[src/rtl/snes_pad_responder.sv]
// Controller side of the SNES joypad port: standard pad or 4-player multitap.
// The console's latch/clock/select are answered with registered serial data on D0/D1.

module snes_pad_lane #(
  parameter logic [3:0] ID_BITS = 4'b0000
) (
  input  logic        clk,
  input  logic        reset,
  input  logic        load,
  input  logic        shift,
  input  logic [11:0] pad,
  output logic        sr_lsb
);
  logic [15:0] sr;

  // Wire level is active-low, so pressed buttons and ID bits load inverted.
  always_ff @(posedge clk) begin
    if (reset)      sr <= 16'hFFFF;
    else if (load)  sr <= {~ID_BITS, ~pad};
    else if (shift) sr <= {1'b0, sr[15:1]};
  end

  assign sr_lsb = sr[0];
endmodule

module snes_pad_responder #(
  parameter logic [3:0] ID_BITS = 4'b0000
) (
  input  logic        clk,
  input  logic        reset,
  input  logic        mtap_en,
  input  logic [11:0] pad_a,
  input  logic [11:0] pad_b,
  input  logic [11:0] pad_c,
  input  logic [11:0] pad_d,
  input  logic        joy_strb,
  input  logic        joy_clk,
  input  logic        joy_p6,
  output logic [1:0]  joy_di,
  output logic [4:0]  bit_cnt
);
  localparam int NUM_LANES = 2;

  logic                       clk_q;
  logic                       shift;
  logic                       bank_lo;
  logic [NUM_LANES-1:0][11:0] lane_pad;
  logic [NUM_LANES-1:0]       lane_lsb;

  // Low bank (pads 4/5) only exists on the multitap with IO select low.
  assign bank_lo     = mtap_en & ~joy_p6;
  assign lane_pad[0] = bank_lo ? pad_c : pad_a;
  assign lane_pad[1] = bank_lo ? pad_d : pad_b;
  assign shift       = ~clk_q & joy_clk & ~joy_strb;

  for (genvar l = 0; l < NUM_LANES; l++) begin : g_lane
    snes_pad_lane #(.ID_BITS(ID_BITS)) u_lane (
      .clk    (clk),
      .reset  (reset),
      .load   (joy_strb),
      .shift  (shift),
      .pad    (lane_pad[l]),
      .sr_lsb (lane_lsb[l])
    );
  end

  always_ff @(posedge clk) begin
    if (reset) begin
      clk_q   <= 1'b1;
      bit_cnt <= 5'd0;
      joy_di  <= 2'b11;
    end else begin
      clk_q <= joy_clk;
      if (joy_strb)                    bit_cnt <= 5'd0;
      else if (shift && bit_cnt != 16) bit_cnt <= bit_cnt + 5'd1;
      joy_di[0] <= lane_lsb[0];
      // D1 held low during latch is how the console detects a multitap.
      if (!mtap_en)     joy_di[1] <= 1'b1;
      else if (joy_strb) joy_di[1] <= 1'b0;
      else               joy_di[1] <= lane_lsb[1];
    end
  end
endmodule

[config.mk]
export PLATFORM = sky130hd
export DESIGN_NAME = snes_pad_responder
export DESIGN_NICKNAME = d
export VERILOG_FILES = /design/src/rtl/snes_pad_responder.sv
export SDC_FILE = /design/constraint.sdc
export NUM_CORES = 1
export LEC_CHECK = 0
export CELL_PAD_IN_SITES_DETAIL_PLACEMENT = 0
export CELL_PAD_IN_SITES_GLOBAL_PLACEMENT = 1
export CORE_MARGIN = 1
export CORE_UTILIZATION = 36
export CTS_CLUSTER_DIAMETER = 150
export CTS_CLUSTER_SIZE = 30
export DETAILED_ROUTE_END_ITERATION = 12
export PLACE_DENSITY = 0.93
export SYNTH_ARGS = -nofsm -noshare
export SYNTH_HDL_FRONTEND = slang
export SYNTH_SLANG_ARGS = --single-unit
[constraint.sdc]
create_clock -name clk -period 2.14 [get_ports clk]
set_clock_uncertainty 0.15 [all_clocks]
set_input_delay 0.642 -clock clk [delete_from_list [all_inputs] [get_ports clk]]
set_output_delay 0.642 -clock clk [all_outputs]
set_load 0.05 [all_outputs]
# Yosys cells after proc, flatten, opt, wreduce, memory -nomap -nowiden
# Index checks and enable logic that the tools add are counted.
totals:
  in_bits: 54
  register_bits: 40
  wordCells: 30
classes:
  reduce_logical: 4
  n_addsub: 1
  muxes: 7
  n_eq_ne: 1
  bitwise_logic: 9
ops:
  columns: ["operator", "n"]
  rows:
  - ["$mux W12", 6]
  - ["$not A12 Y12", 2]
  - ["$add A5 B1 Y5 const B", 1]
  - ["$ne A5 B5 Y1 const B", 1]
  - ["$not A1 Y1", 4]
  - ["$reduce_or A2 Y1", 2]
  - ["$and A1 B1 Y1", 3]
  - ["$reduce_bool A2 Y1", 1]
  - ["$logic_and A1 B1 Y1", 1]
  - ["$mux W1", 1]

# Depth between registers and ports, before layout
logic_depth:
  word_depth: 5
  mapped_depth: 5

# Cells and area by module
# From an unflattened synthesis, not the netlist that was laid out.
unflattened:
  hier_cells: 199
  area_unflattened_um2: 2049.5
modules_own_cells:
  columns: ["mod", "cells_per_inst", "area_per_inst_um2", "instances", "seq_area_each_um2"]
  rows:
  - ["snes_pad_lane", 66, 699.4, 2, 320.3]
  - ["snes_pad_responder", 67, 650.6, 1, 160.2]

# Worst setup path after synthesis
# OpenSTA, ideal clock, no wires.
synth_timing:
  kind: "register to register"
  startpoint: "register bit_cnt[0]"
  endpoint: "register bit_cnt[0]"
  path_buffers: 0
  synth_period_minus_slack_ps: 1839
  setup_time_ps: 70
  arrival_time_ps: 1619
  stages_incl_launch_ff: 6
  path_slack_ps: 301
  path_cell_list: "dfxtp_1 inv_1 ha_1 and4bb_2 or3_1 a21oi_1"
synth_via:
  elab_chain_cells: 2
  word_cells_on_any_way: 3
  classes_between: "1 x add/sub; 1 x eq/ne; 1 x reduce/logical"
synth_rtl:
  columns: ["item", "line_no", "source"]
  rows:
  - ["start, declared", "40", "output logic [4:0] bit_cnt"]
  - ["start signal, assigned", "75", "else if (shift && bit_cnt != 16) bit_cnt <= bit_cnt + 5'd1;"]
  - ["branches (longest 2 deep; another with $add A5 B1 Y5)", null, null]
# Several ways; the timed one is not identified.
# A chain may end at the register's enable or synchronous reset.

# Worst setup path after layout
layout_timing:
  startpoint: "input port mtap_en"
  endpoint: "register g_lane[1].u_lane.sr[2]"
layout_via:
  elab_chain_cells: 4
layout_rtl:
  columns: ["item", "line_no", "source"]
  rows:
  - ["start, declared", "31", "input logic mtap_en,"]
  - ["$and A1 B1 Y1", "51", "assign bank_lo = mtap_en & ~joy_p6;"]
  - ["$mux W12", "53", "assign lane_pad[1] = bank_lo ? pad_d : pad_b;"]
  - ["$not A12 Y12", "19", "else if (load) sr <= {~ID_BITS, ~pad};"]
  - ["$mux W12", "19", null]
  - ["end signal, assigned", "19", null]
  - ["end signal, assigned", "20", "else if (shift) sr <= {1'b0, sr[15:1]};"]
  - ["end, declared", "14", "logic [15:0] sr;"]
# Every way passes these cells.

==> run summary <==
Of the total power, the share spent switching nets is 23.68%. The number of buffers inserted to repair setup after CTS is 0. The pre-CTS setup slack is -0.1059 ns. The warning count from the yosys run is 0. The congestion estimate from routability-driven global placement came to 0.7231.

Sorting the synthesized cells by area gives the leading types as sky130_fd_sc_hd__dfxtp_1 (39%), sky130_fd_sc_hd__mux2_4 (16%), sky130_fd_sc_hd__nand2_1 (11%), sky130_fd_sc_hd__a32oi_1 (10%), sky130_fd_sc_hd__buf_2 (2.7%). Pin placement for this block handled 61 I/O pins. The relative contribution of the clock network to total power is 32.2%. The via count of the first global-routing pass is 1461. Sequential cells account for 48.1% of the total power.

The number of nets in the layout came out at 311. For this run, the total global-route usage over all layers was measured as 15.66%. The initial antenna violation count came out at 0. The internal portion of total power came out at 1.159 mW. The number of routed nets with antenna violations came out at 0. The utilization after layout came out at 54.23%. The maximum root-to-sink buffer count is 2.

The power spent charging and discharging nets came out at 0.3596 mW. The die covers 5392 sq um. The final total power is 1.519 mW. The first global-routing pass estimated 6.403 mm of wire.

The CTS tree is built. IR analysis of the VDD net gives a maximum drop of 269.5 uV. Setup repair after global routing left no endpoint under its margin. Of all nets on the critical path, the largest fanout is 6.

After detailed routing, the average wire length per cell comes to 12.02 um. Counting flops and latches in the post-synthesis netlist gives 36. After detailed placement, the total cell area comes to 2520 sq um.

The via density per instance is 4.870. The total via count in the routed design is 1573. The worst setup path is captured at a register. The critical path data required time is 2.20 ns. Entering global routing, the biggest net connects 26 pins.

For this design, the sink count on the clock tree is 36. The path class of the tightest hold or removal check is reg2reg. The number of max-slew violations in the final report came out at 0. The final number of setup-violating endpoints is 0. The die outline height came out at 73.43 um. The shortest clock period the worst path allows after layout came out at 1.944 ns.

After detailed routing, the total wire length is 3.881 mm. The flow ran to the end, and the final reports show no timing, DRC or antenna violations. Once the floorplan was initialized, standard cells occupied 38.13% of the core. The core region is 4817 sq um. The total non-filler cell area in the finished layout is 2613 sq um. The clock root buffer master is sky130_fd_sc_hd__clkbuf_8.

The number of port buffers is 60. For this design the ratio of total power to cell area is 581.4 nW/um^2. The critical path is of the in2reg type. The final HPWL from detailed placement is 2.909 mm. The reported max-cap violation count is 0. The number of hold-slack violations in the final timing report was 0. After clock tree synthesis, the repair step resized 0 gates.

The number of buffers added by the clock tree synthesis step is 5. Derived from the worst setup path, the maximum achievable clock frequency is 514.4 MHz. After synthesis, the mean cell area works out to 9.617 sq um.

STA puts the critical path data arrival time at 2.00 ns. In the post-route analysis, the smallest setup slack over all paths is 0.1961 ns. The static leakage power is 1.100 nW. The H-tree was split into 2 levels.

The remaining design rule violation count is 0. The synthesis-to-layout area growth is 42.23%. The global route total overflow is 0. The number of optimization iterations in the first detailed-route pass came out at 4.

Headroom to the max-slew limit came out at 80.44%. Synthesis instantiated 30 different standard cells from the library. The share of final-layout standard cells stronger than drive strength 1 is 23.44%. The latest clock arrival within the worst-skew pair is 0.28 ns.

The number of standard cells after synthesis is 191. The detailed router finished its first iteration with 82 violations. The worst setup path is launched from an input port. The clock-pin slew of the registers on the worst-case setup and hold paths is 0.07 ns. sky130_fd_sc_hd__dfxtp_1 takes more of the synthesized area than any other cell. The share of the clock period used by the worst path after layout is 90.83%. The number of diodes came out at 0.

In this run the core area contains 25 standard-cell rows. The hold buffer count at CTS came out at 0. The proportion of power drawn by combinational gates came out at 19.7%. The share of the synthesized area in the top cell type is 39.24%.

The die boundary width came out at 73.43 um. Counting every net in the synthesized netlist gives 247. For the pin with the worst max-slew slack, the measured transition is 0.2934 ns. The sequential-to-total area share from yosys stat is 39.24%. The post-synthesis instance area came out at 1837 sq um.
==> power by group through the flow <==
stage | clock (mW) | sequential, mW | combinational [mW]
3_5_place_dp | 0 | 0.745 | 0.301
5_1_grt | 0.536 | 0.736 | 0.324
4_1_cts | 0.503 | 0.730 | 0.302
3_3_place_gp | 0 | 0.744 | 0.297
2_1_floorplan | 0 | 0.749 | 0.158
6_report | 0.490 | 0.730 | 0.299
==> sequential cells by signal (all words and copies together), names as in the netlist <==
signal and flops:
clk_q 1, g_lane.u_lane.sr 28, joy_di 2, bit_cnt 5
==> final timing paths <==
check,from,to,slack (ns),cells after the start
hold reg to reg,g_lane[0].u_lane.sr[15],g_lane[0].u_lane.sr[15],0.29,2
setup / recovery,mtap_en,g_lane[1].u_lane.sr[2],0.20,5
hold / removal,g_lane[0].u_lane.sr[15],g_lane[0].u_lane.sr[15],0.29,2
setup reg to reg,bit_cnt[0],bit_cnt[0],0.56,5
==> final cells by class <==
cell class | count | area (sq um)
Fill cell | 439 | 2205
Multi-Input combinational cell | 137 | 1002
Sequential cell | 36 | 720.7
Timing Repair Buffer | 73 | 705.7
Tap cell | 67 | 83.83
Clock buffer | 6 | 82.58
Clock inverter | 2 | 10.01
Inverter | 2 | 7.507
==> routing by layer <==
layer,part of all wire (%),wire length (um),global-route usage [%],up-vias
met5,0,0,0,-
met3,4.6,180,4.115,9
met1,45,1738,19.04,711
met4,1.8,71,7.479,0
met2,49,1890,25.72,45
li1,-,-,-,808
==> kinds of logic after synthesis <==
kind of cell | synth area share (%)
AO/OA/AOI/OAI | 15.12
adder cells (fa/ha/maj) | 1.362
buffers and inverters | 6.608
flip-flops | 39.24
multiplexers | 18.80
AND/OR/NAND/NOR | 18.87
==> Yosys cell counts <==
| cell | instances |
|---|---|
| sky130_fd_sc_hd__nand2_1 | 55 |
| sky130_fd_sc_hd__o21a_1 | 1 |
| sky130_fd_sc_hd__o211ai_1 | 1 |
| sky130_fd_sc_hd__nor2_1 | 1 |
| sky130_fd_sc_hd__a21oi_1 | 5 |
| sky130_fd_sc_hd__and4bb_2 | 1 |
| sky130_fd_sc_hd__a211oi_1 | 2 |
| sky130_fd_sc_hd__buf_12 | 2 |
| sky130_fd_sc_hd__o21ai_0 | 3 |
| sky130_fd_sc_hd__nand2b_1 | 2 |
| sky130_fd_sc_hd__or3_1 | 3 |
| sky130_fd_sc_hd__nand3b_1 | 2 |
| sky130_fd_sc_hd__mux2_2 | 4 |
| sky130_fd_sc_hd__and3b_1 | 1 |
| sky130_fd_sc_hd__buf_2 | 10 |
| sky130_fd_sc_hd__o31ai_1 | 1 |
| sky130_fd_sc_hd__buf_6 | 1 |
| sky130_fd_sc_hd__mux2_4 | 20 |
| sky130_fd_sc_hd__nor2b_1 | 2 |
| sky130_fd_sc_hd__inv_1 | 2 |
| sky130_fd_sc_hd__ha_1 | 2 |
| sky130_fd_sc_hd__dfxtp_1 | 36 |
| sky130_fd_sc_hd__a32oi_1 | 22 |
| sky130_fd_sc_hd__or2_2 | 3 |
| sky130_fd_sc_hd__clkbuf_1 | 2 |
| sky130_fd_sc_hd__nor4b_1 | 1 |
| sky130_fd_sc_hd__nor2b_4 | 1 |
| sky130_fd_sc_hd__clkbuf_2 | 1 |
| sky130_fd_sc_hd__a21boi_0 | 1 |
| sky130_fd_sc_hd__nand3_1 | 3 |
==> worst max-delay path: stages <==
cell and delay, ns:
sky130_fd_sc_hd__clkdlybuf4s50_1 0.48, sky130_fd_sc_hd__nor2b_4 0.19, sky130_fd_sc_hd__buf_4 0.20, sky130_fd_sc_hd__mux2_2 0.34
sky130_fd_sc_hd__a32oi_1 0.14
==> per-stage QoR <==
step                hold slack [ns]  setup TNS, ns  cells
floorplan                    0.2669              0    191
global placement             0.2776        -0.2791    315
detailed placement           0.2836         -1.080    315
CTS                          0.2993              0    323
global route                 0.3133              0    323
finish                       0.2944              0    323
==> layout by cell type (no fill, tap or decap), drive strengths merged, types with 5 or more instances in the layout <==
cell type / count
buf: 20
nand2: 55
clkdlybuf4s50: 53
a32oi: 22
clkbuf: 6
a21oi: 5
mux2: 24
dfxtp: 36
Power figures use the tool's default switching activity.
